## config.mk

```make
export PLATFORM = sky130hd
export DESIGN_NAME = tt_um_serial_sub
export DESIGN_NICKNAME = d
export VERILOG_FILES = /design/src/rtl/tt_serial_pkg.sv /design/src/rtl/tt_um_serial_sub_fs_cell.sv /design/src/rtl/tt_um_serial_sub.sv
export SDC_FILE = /design/constraint.sdc
export NUM_CORES = 1
export LEC_CHECK = 0
export BUFFER_PORTS_ARGS = -buffer_cell sky130_fd_sc_hd__buf_4
export CAP_MARGIN = 10
export CORE_MARGIN = 4
export CORE_UTILIZATION = 51
export CTS_CLUSTER_SIZE = 8
export DETAILED_ROUTE_END_ITERATION = 7
export HOLD_SLACK_MARGIN = 0.1
export PLACE_DENSITY = 0.89
export SETUP_SLACK_MARGIN = 0.4
export SLEW_MARGIN = 25
export SYNTH_ARGS = -nofsm -noshare
export SYNTH_HDL_FRONTEND = slang
export SYNTH_SLANG_ARGS = --single-unit
```

## constraint.sdc

```tcl
create_clock -name clk -period 3.65 [get_ports clk]
set_input_delay 0.9125 -clock clk [delete_from_list [all_inputs] [get_ports clk]]
set_output_delay 0.9125 -clock clk [all_outputs]
set_load 0.03 [all_outputs]
```

## src/rtl/tt_serial_pkg.sv

```systemverilog
// Shared definitions for the bit-serial subtractor: word length default,
// state encoding and a small helper.
package tt_serial_pkg;

    // Default maximum operand word length in bits.
    localparam int DEFAULT_WIDTH = 8;

    // Word framing states; the encoding is visible on uo_out[7:6].
    typedef enum logic [1:0] {
        IDLE = 2'b00,
        RUN  = 2'b01,
        DONE = 2'b10
    } state_e;

    // Smaller of two integers, used to size the result view on uio_out.
    function automatic int min_int(input int x, input int y);
        return (x < y) ? x : y;
    endfunction

endpackage

```

## src/rtl/tt_um_serial_sub_fs_cell.sv

```systemverilog
// One-bit full-subtractor cell (module fs_cell).
// Optional feature macro: SERIAL_SUB_ADD_MODE_EN. When it is defined, mode_i=1
// turns the cell into a full adder and borrow_o carries the carry-out.
// Without the macro the cell is a subtractor only and mode_i is ignored.
module fs_cell
    import tt_serial_pkg::*;
(
    input  logic a_i,
    input  logic b_i,
    input  logic borrow_i,
    input  logic mode_i,
    output logic d_o,
    output logic borrow_o
);

`ifdef SERIAL_SUB_ADD_MODE_EN
    // Difference/sum bit and borrow/carry out, selected by mode_i.
    always_comb begin
        d_o = a_i ^ b_i ^ borrow_i;
        if (mode_i) begin
            borrow_o = (a_i & b_i) | ((a_i ^ b_i) & borrow_i);
        end else begin
            borrow_o = (~a_i & b_i) | (~(a_i ^ b_i) & borrow_i);
        end
    end
`else
    // Subtraction only; mode_i has no effect in this build.
    logic unused_mode;
    assign unused_mode = mode_i;
    assign d_o         = a_i ^ b_i ^ borrow_i;
    assign borrow_o    = (~a_i & b_i) | (~(a_i ^ b_i) & borrow_i);
`endif

endmodule

```

## src/rtl/tt_um_serial_sub.sv

```systemverilog
// Bit-serial subtractor, LSB first, one operand bit pair per accepted cycle.
// Optional feature macro: SERIAL_SUB_ADD_MODE_EN (ui_in[5]=1 latched on
// in_first selects addition). Without it ui_in[5] is ignored.
//
// Handshake: a bit is accepted on a rising clock edge where in_valid=1; there
// is no backpressure. An accepted bit takes part in a word only if it carries
// in_first or the block is in RUN; other accepted bits are dropped silently.
// Every bit that takes part produces exactly one out_valid pulse one cycle
// later, with d, borrow and out_last registered alongside it.
module tt_um_serial_sub
    import tt_serial_pkg::*;
#(
    parameter int WIDTH = DEFAULT_WIDTH
) (
    input  logic       clk,
    input  logic       rst_n,
    input  logic       ena,
    input  logic [7:0] ui_in,
    input  logic [7:0] uio_in,
    output logic [7:0] uo_out,
    output logic [7:0] uio_out,
    output logic [7:0] uio_oe
);

    localparam int CW = $clog2(WIDTH + 1);
    localparam int OW = min_int(WIDTH, 8);

    localparam logic [1:0] ST_IDLE = IDLE;
    localparam logic [1:0] ST_RUN  = RUN;
    localparam logic [1:0] ST_DONE = DONE;

    logic a_bit, b_bit, in_valid, in_first, in_last;
    assign a_bit    = ui_in[0];
    assign b_bit    = ui_in[1];
    assign in_valid = ui_in[2];
    assign in_first = ui_in[3];
    assign in_last  = ui_in[4];

    logic unused_ok;
    assign unused_ok = &{1'b0, ena, uio_in, ui_in[7:5]};

    logic [1:0]       state_q, state_d;
    logic [CW-1:0]    cnt_q, cnt_d;
    logic [WIDTH-1:0] result_q, result_d;
    logic             br_q, br_d;
    logic             d_q, d_d;
    logic             ov_q, ov_d;
    logic             ol_q, ol_d;
    logic             rv_q, rv_d;
    logic             len_err_q, len_err_d;

    logic live;
    logic cell_mode, cell_br_in, cell_d, cell_br_out;

    // A bit joins a word when it starts one or continues a running one.
    assign live       = in_valid & (in_first | (state_q == ST_RUN));
    // The first bit of a word starts with no borrow/carry pending.
    assign cell_br_in = in_first ? 1'b0 : br_q;

`ifdef SERIAL_SUB_ADD_MODE_EN
    logic mode_q;

    // Operation mode is captured with the first bit and held for the word.
    always_ff @(posedge clk or negedge rst_n) begin
        if (!rst_n) begin
            mode_q <= 1'b0;
        end else if (live && in_first) begin
            mode_q <= ui_in[5];
        end
    end

    assign cell_mode = in_first ? ui_in[5] : mode_q;
`else
    assign cell_mode = 1'b0;
`endif

    fs_cell u_cell (
        .a_i      (a_bit),
        .b_i      (b_bit),
        .borrow_i (cell_br_in),
        .mode_i   (cell_mode),
        .d_o      (cell_d),
        .borrow_o (cell_br_out)
    );

    // Next-state: framing FSM, bit placement, status flags and output stream.
    always_comb begin
        state_d   = state_q;
        cnt_d     = cnt_q;
        result_d  = result_q;
        br_d      = br_q;
        d_d       = d_q;
        ov_d      = 1'b0;
        ol_d      = 1'b0;
        rv_d      = rv_q;
        len_err_d = len_err_q;
        if (live) begin
            ov_d = 1'b1;
            ol_d = in_last;
            d_d  = cell_d;
            br_d = cell_br_out;
            if (in_first) begin
                // Start (or restart) a word; any word in progress is dropped.
                result_d    = '0;
                result_d[0] = cell_d;
                cnt_d       = CW'(1);
                len_err_d   = 1'b0;
                rv_d        = 1'b0;
                state_d     = ST_RUN;
            end else if (cnt_q < CW'(WIDTH)) begin
                for (int i = 0; i < WIDTH; i++) begin
                    if (cnt_q == CW'(i)) begin
                        result_d[i] = cell_d;
                    end
                end
                cnt_d = cnt_q + CW'(1);
            end else begin
                // Word longer than WIDTH: keep the low bits, flag the overrun.
                len_err_d = 1'b1;
            end
            if (in_last) begin
                state_d = ST_DONE;
                rv_d    = 1'b1;
            end
        end
    end

    // State and output registers, cleared asynchronously.
    always_ff @(posedge clk or negedge rst_n) begin
        if (!rst_n) begin
            state_q   <= ST_IDLE;
            cnt_q     <= '0;
            result_q  <= '0;
            br_q      <= 1'b0;
            d_q       <= 1'b0;
            ov_q      <= 1'b0;
            ol_q      <= 1'b0;
            rv_q      <= 1'b0;
            len_err_q <= 1'b0;
        end else begin
            state_q   <= state_d;
            cnt_q     <= cnt_d;
            result_q  <= result_d;
            br_q      <= br_d;
            d_q       <= d_d;
            ov_q      <= ov_d;
            ol_q      <= ol_d;
            rv_q      <= rv_d;
            len_err_q <= len_err_d;
        end
    end

    assign uo_out  = {state_q, len_err_q, rv_q, ol_q, ov_q, br_q, d_q};
    assign uio_out = 8'(result_q[OW-1:0]);
    assign uio_oe  = 8'hFF;

endmodule

```

==> summary.txt, run 1 <==
CTS
  • Max Root-Sink Buffers: 2
  • Num Clock Sinks: 19
  • Cts hold-fix bufs: 0
  • Clk_lat worst skew: between 200 and 300 ps
  • Clock slew at reported path FFs: 100 ps
  • Root buf cell: clkbuf_4
  • Post-CTS Setup Bufs: 0
  • Inserted Clock Buffers: 3
  • TritonCTS clock tree: built
  • H-tree depth: 1
  • CTS-repair resized insts: 0

Floorplanning
  • Die ar.: roughly 2900 sq um
  • Core Area: around 2000 sq um
  • Initial core utilization: a little over half
  • Io pins: 43
  • Die width: 54.2 microns
  • Die Y: 54.2 microns
  • Core Rows: 16

Place
  • Post-DP HPWL: around 1.5 mm
  • Final Wtd Congestion: roughly 0.75
  • Port bufs: 22

Timing
  • Final Hold Fails: 0
  • Final period util: 56.1%
  • Final min period: 2050 ps
  • Final setup violation count: 0
  • Final Skew: 2.87 ps
  • RSZ-0062 raised after global routing: false
  • Pins over their slew limit: 0
  • Fmax: roughly 490 MHz
  • Final TNS setup: 0 ps

Critical path
  • Reg2reg path depth: 4
  • CP Max Fanout: 9
  • R2R Path Start: br_q
  • Critical-path top delay cell: fa_1
  • CP Launch Type: input pin
  • Crit-path cells: buf_4, nor2b_1, fa_1, nor4_4, a32o_2
  • Max incr delay on CP: 550 ps
  • Reg2reg end: uio_out[6]
  • Worst path required time: 3880 ps
  • R2R setup slack: about 1900 ps
  • Crit. End Element: register
  • Crit path DAT: around 2300 ps
  • Critical path class: in -> reg
  • Crit path buf inv count: 1
  • Cell family with most CP delay: adder cells

Power and ir drop
  • VDD IR-drop max: roughly 0.00035 V
  • Cell Pwr Density: between 400 and 500 nW/um^2
  • Leak: 0.000612 uW

Layout
  • Layout cell share with drive strength beyond 1: a little over a third
  • Diode count: 0
  • Nets: about 140
  • Layout area overhead: 9.89%
  • Final Util: 59.8%

GRT
  • Total GRT Usage: between 15 and 20%
  • Initial antenna violation count: 0
  • Pin count of the biggest net entering global routing: 20
  • Vias in the first global route: a little over 700
  • First-pass GRT wire length: 3.14 mm
  • Total gr overflow: 0

Drt
  • DRC Markers: 0
  • Post-DR vias/cell: 5.30
  • DRT iter0 DRCs: 11
  • Via count of the routed design: 726
  • DR pass1 iterations: 4
  • Overall routed net length: slightly below 2 mm
  • Remaining antenna violation count after routing: 0
  • Wire per inst: ~14 microns

Logic synthesis
  • Post-Synthesis Cells: 97
  • Mapped Avg Cell Area: roughly 11 sq um
  • Seq/Total Area, Yosys: between 40% and 50%
  • Synth warnings: 0
  • Flop and latch count out of synthesis: 19
  • Distinct cells, synth: 33
  • Synth Cell Area: between 1000 and 1500 sq um

Job
  • Max-cap viol count: 0

Worst hold path
  • Worst Hold Class: in -> async

Status
  • Status: finished clean
[sequential cells by signal, indices dropped and copies added, names as in the netlist]
| signal | cells |
|---|---|
| uio_out | 8 |
| cnt_q | 4 |
| state_q | 2 |
| br_q | 1 |
| d_q | 1 |
| len_err_q | 1 |
| ol_q | 1 |
| ov_q | 1 |
[worst reg2reg max path, stage by stage (launching register included)]
cell     delay (ps)
dfrtp_1         400
nor2b_1         140
fa_1            580
nor4_4          360
a32o_2          180
[power by group]
group	leakage (uW)	switching, uW	internal (uW)
Clock	0.0000150	61.7	42.5
Sequential	0.000247	29.4	239
Combinational	0.000350	135	81.7
[routing by layer]
metal | track usage [%] | part of all wire (%) | vias up
met4 | 9.54 | 2.0 | 0
met3 | 2.77 | 5.2 | 5
met2 | 22.9 | 48 | 23
met1 | 19.5 | 45 | 347
met5 | 0 | 0 | -
li1 | - | - | 351
[cell usage after synthesis]
master,number,area (sq um)
and2_1,1,6.26
nor2b_2,1,8.76
nor3_1,1,5.00
fa_1,1,20.0
nand2_1,3,11.3
nor2b_1,1,6.26
o22ai_1,1,6.26
inv_2,1,3.75
nand2b_1,1,6.26
a22o_1,2,17.5
conb_1,1,3.75
a32o_1,1,10.0
buf_2,4,20.0
buf_6,1,11.3
buf_4,15,113
dfrtp_1,19,475
or3b_4,1,11.3
ha_1,4,50.1
mux2_1,1,11.3
nor4_4,2,42.5
a32oi_1,1,8.76
o22a_1,1,8.76
nand3_1,7,35.0
nor2_1,1,3.75
a21oi_1,2,10.0
o21ai_0,3,15.0
inv_1,6,22.5
o21ai_2,1,8.76
a22oi_1,1,7.51
nand4_1,1,6.26
and4bb_2,2,25.0
a32o_2,6,67.6
mux2i_1,3,30.0
[kinds of logic after synthesis]
logic type               count (synthesis)  share of synthesized area (%)
adder cells (fa/ha/maj)                  5                           6.44
AO/OA/AOI/OAI                           19                           14.7
buffers and inverters                   27                           15.6
AND/OR/NAND/NOR                         22                           15.4
other                                    1                          0.344
flip-flops                              19                           43.7
multiplexers                             4                           3.79
[per-stage QoR]
stage,instances,area [sq um],setup slack (ps),total power [uW],hold slack (ps)
6_report,137,1200,1600,590,470
5_1_grt,137,1200,1550,624,471
4_1_cts,137,1200,1600,593,472
3_5_place_dp,133,1170,1300,490,481
3_3_place_gp,133,1170,1320,481,473
2_1_floorplan,104,1110,1410,447,451
[area by class of cell]
class / instances / area, sq um
Fill cell: 169 / 806
Sequential cell: 19 / 475
Multi-Input combinational cell: 58 / 469
Timing Repair Buffer: 22 / 165
Tap cell: 27 / 33.8
Clock buffer: 4 / 26.3
Inverter: 7 / 26.3
[worst max-delay path by stage]
stage / cells after the start / start / to / slack [ps]
2_1_floorplan: 5 / ui_in[3] / uio_out[1] / 1410
5_1_grt: 5 / ui_in[3] / uio_out[4] / 1550
3_3_place_gp: 5 / ui_in[3] / uio_out[4] / 1320
6_report: 5 / ui_in[3] / uio_out[6] / 1600
3_5_place_dp: 5 / ui_in[3] / uio_out[6] / 1300
4_1_cts: 5 / ui_in[3] / uio_out[6] / 1600
[placed cells by master (no fill, tap or decap), types with 2 or more instances in the layout]
cell type / count
a32o_2: 6
inv_1: 6
dfrtp_1: 19
ha_1: 4
nand3_1: 7
a22o_1: 2
and4bb_2: 2
o21ai_0: 3
nand2_1: 3
buf_4: 22
conb_1: 8
nor4_4: 2
clkbuf_4: 3
a21oi_1: 2
mux2i_1: 3
Note: power is estimated with default switching activity, not from simulation.
==> run 2, diff against run 1 <==
--- a/config.mk
+++ b/config.mk
@@ -8,11 +8,11 @@
 export BUFFER_PORTS_ARGS = -buffer_cell sky130_fd_sc_hd__buf_4
 export CAP_MARGIN = 10
 export CORE_MARGIN = 4
-export CORE_UTILIZATION = 51
+export CORE_UTILIZATION = 47
 export CTS_CLUSTER_SIZE = 8
 export DETAILED_ROUTE_END_ITERATION = 7
 export HOLD_SLACK_MARGIN = 0.1
-export PLACE_DENSITY = 0.89
+export PLACE_DENSITY = 0.84
 export SETUP_SLACK_MARGIN = 0.4
 export SLEW_MARGIN = 25
 export SYNTH_ARGS = -nofsm -noshare
==> constraint.sdc (replaced) <==
create_clock -name clk -period 1.95 [get_ports clk]
set_input_delay 0.4875 -clock clk [delete_from_list [all_inputs] [get_ports clk]]
set_output_delay 0.4875 -clock clk [all_outputs]
set_load 0.03 [all_outputs]
==> run 2 against run 1 <==
Net effect:
- critical path depth is 1 lower
- sequential cell count unchanged
- worst setup slack worse by 1200 ps
- clock power grew 87%
- clock-buffer cell count did not move
- first-iteration DRC count increased by 27%
- register-to-register slack worse by 1500 ps
- non-clock buffer count rose by 3
- final cell count grew 2.9%
- via count rose by 3.4%
- largest power group unchanged
- combinational power up 98%
==> summary.txt, run 2 (synthesized netlist as in run 1, its figures left out) <==
Critical path
  • CP Max Fanout: 4 (was 9)
  • Cell family with most CP delay: adder cells (unchanged)
  • Max incr delay on CP: 620 ps (was 550 ps)
  • Crit-path cells: nor2b_4, fa_2, nor4_4, a32o_2 (was buf_4, nor2b_1, fa_1, nor4_4, a32o_2)
  • Critical path class: reg -> reg (was in -> reg)
  • Crit path DAT: 1740 ps (was 2280 ps)
  • Crit. End Element: register (unchanged)
  • Worst path required time: 2150 ps (was 3880 ps)
  • Critical-path top delay cell: fa_2 (was fa_1)
  • CP Launch Type: register (was input pin)
  • Crit path buf inv count: 0 (was 1)

Place
  • Place WS: 112 ps (was 1300 ps)
  • Post-DP HPWL: 1.47 mm (was 1.49 mm)
  • Final Wtd Congestion: 0.772 (was 0.754)
  • Dpl cells: 134 (was 133)
  • Port bufs: 22 (unchanged)

GRT
  • Initial antenna violation count: 0 (unchanged)
  • First-pass GRT wire length: 3.37 mm (was 3.14 mm)
  • Pin count of the biggest net entering global routing: 20 (unchanged)
  • Vias in the first global route: 758 (was 710)
  • Total GRT Usage: 13.4% (was 15.1%)
  • Total gr overflow: 0 (unchanged)

Status
  • Status: finished clean (unchanged)

Timing
  • Final TNS setup: 0 ps (unchanged)
  • Fmax: roughly 650 MHz
  • Final setup violation count: 0 (unchanged)
  • Final period util: about four fifths
  • Pins over their slew limit: 0 (unchanged)
  • Final Hold Fails: 0 (unchanged)
  • RSZ-0062 raised after global routing: true (was false)
  • Setup slack after layout: 405 ps (was 1600 ps)
  • Final Skew: 5.72 ps (was 2.87 ps)
  • Final min period: 1540 ps

Layout
  • Commonest non-fill, non-tap cell in the layout: buf_4 (unchanged)
  • Final Util: 55.7% (was 59.8%)
  • Layout cell share with drive strength beyond 1: 38.1% (was 35.5%)
  • Nets: 138 (was 135)
  • Max reg flops: 8 (unchanged)
  • Most frequent cells in the layout: buf_4, dfrtp_1, conb_1 (unchanged)
  • Finished Layout Cells: 141 (was 137)
  • Layout area overhead: 13.2% (was 9.89%)
  • Diode count: 0 (unchanged)

Floorplanning
  • Core Area: 2210 sq um (was 2000 sq um)
  • Core Rows: 17 (was 16)
  • Die Y: 56.1 microns (was 54.2 microns)
  • Io pins: 43 (unchanged)
  • Die ar.: 3150 sq um (was 2940 sq um)
  • Die width: 56.1 microns (was 54.2 microns)
  • Initial core utilization: 49.2% (was 54.4%)

CTS
  • Max Root-Sink Buffers: 2 (unchanged)
  • Num Clock Sinks: 19 (unchanged)
  • H-tree depth: 1 (unchanged)
  • TritonCTS clock tree: built (unchanged)
  • Clock slew at reported path FFs: 100 ps (about the same)
  • Clk_lat worst skew: 300 ps (was 290 ps)
  • CTS-repair resized insts: 0 (unchanged)
  • Inserted Clock Buffers: 3 (unchanged)
  • Root buf cell: clkbuf_4 (unchanged)

Drt
  • Overall routed net length: 1.95 mm (was 1.93 mm)
  • DRC Markers: 0 (unchanged)
  • Via count of the routed design: 751 (was 726)
  • Post-DR vias/cell: 5.33 (was 5.30)
  • DRT iter0 DRCs: 14 (was 11)
  • Remaining antenna violation count after routing: 0 (unchanged)
  • Wire per inst: 13.8 microns (was 14.1 microns)
  • DR pass1 iterations: 4 (unchanged)

Power and ir drop
  • VDD IR-drop max: 0.000676 V (was 0.000348 V)
  • Leak: 0.000628 uW (was 0.000612 uW)
  • Cell Pwr Density: 912 nW/um^2 (was 493 nW/um^2)
  • Overall power: 1120 uW (was 590 uW)

Worst hold path
  • Worst Hold Class: in -> reg (was in -> async)

Job
  • Max-cap viol count: 0 (unchanged)
-- run 2: metal layers --
| metal | global-route usage (%) | wire length [microns] | up-vias |
|---|---|---|---|
| li1 | - | - | 354 |
| met4 | 7.46 | 42 | 0 |
| met5 | 0 | 0 | - |
| met3 | 1.86 | 102 | 5 |
| met1 | 16.1 | 818 | 367 |
| met2 | 22.9 | 986 | 25 |
-- run 2: final cells by class --
cell class                 count  area [sq um]
fill                         192           980
multi-input combinational     58           479
sequential                    19           475
timing repair buffer          25           190
tap                           28          35.0
clock buffer                   4          26.3
inverter                       7          26.3
-- run 2: path summary, 6_finish.rpt --
path,cells past startpoint,from,slack [ps],end
max,4,br_q,410,uio_out[3]
min,2,ui_in[4],370,state_q[0]
max reg2reg,4,br_q,410,uio_out[3]
min reg2reg,2,len_err_q,500,len_err_q
max in group asynchronous,2,rst_n,1170,uio_out[7]
min in group asynchronous,2,rst_n,590,uio_out[3]
-- run 2: what timing repair did --
item / CTS / global route
hold buffers: 1 / 0
setup endpoints to repair: 7 / 7
endpoints found under the hold margin: 19 / 0
buffers inserted: 2 / 0
pin swaps: 1 / 3
-- run 2: power by group --
part           leakage, uW  switching [uW]  internal [uW]
clock            0.0000150             114           79.8
sequential        0.000247            53.1            447
combinational     0.000366             259            171
total             0.000628             426            698
-- run 2: metrics by stage --
stage	hold slack (ps)	area (sq um)
2_1_floorplan	192	1130
3_3_place_gp	372	1180
3_5_place_dp	375	1180
4_1_cts	361	1230
5_1_grt	382	1230
6_report	367	1230
-- run 2: worst reg2reg max path, stage by stage, from the launching register on --
cell	delay, ps
dfrtp_1	390
nor2b_4	130
fa_2	620
nor4_4	80
a32o_2	240
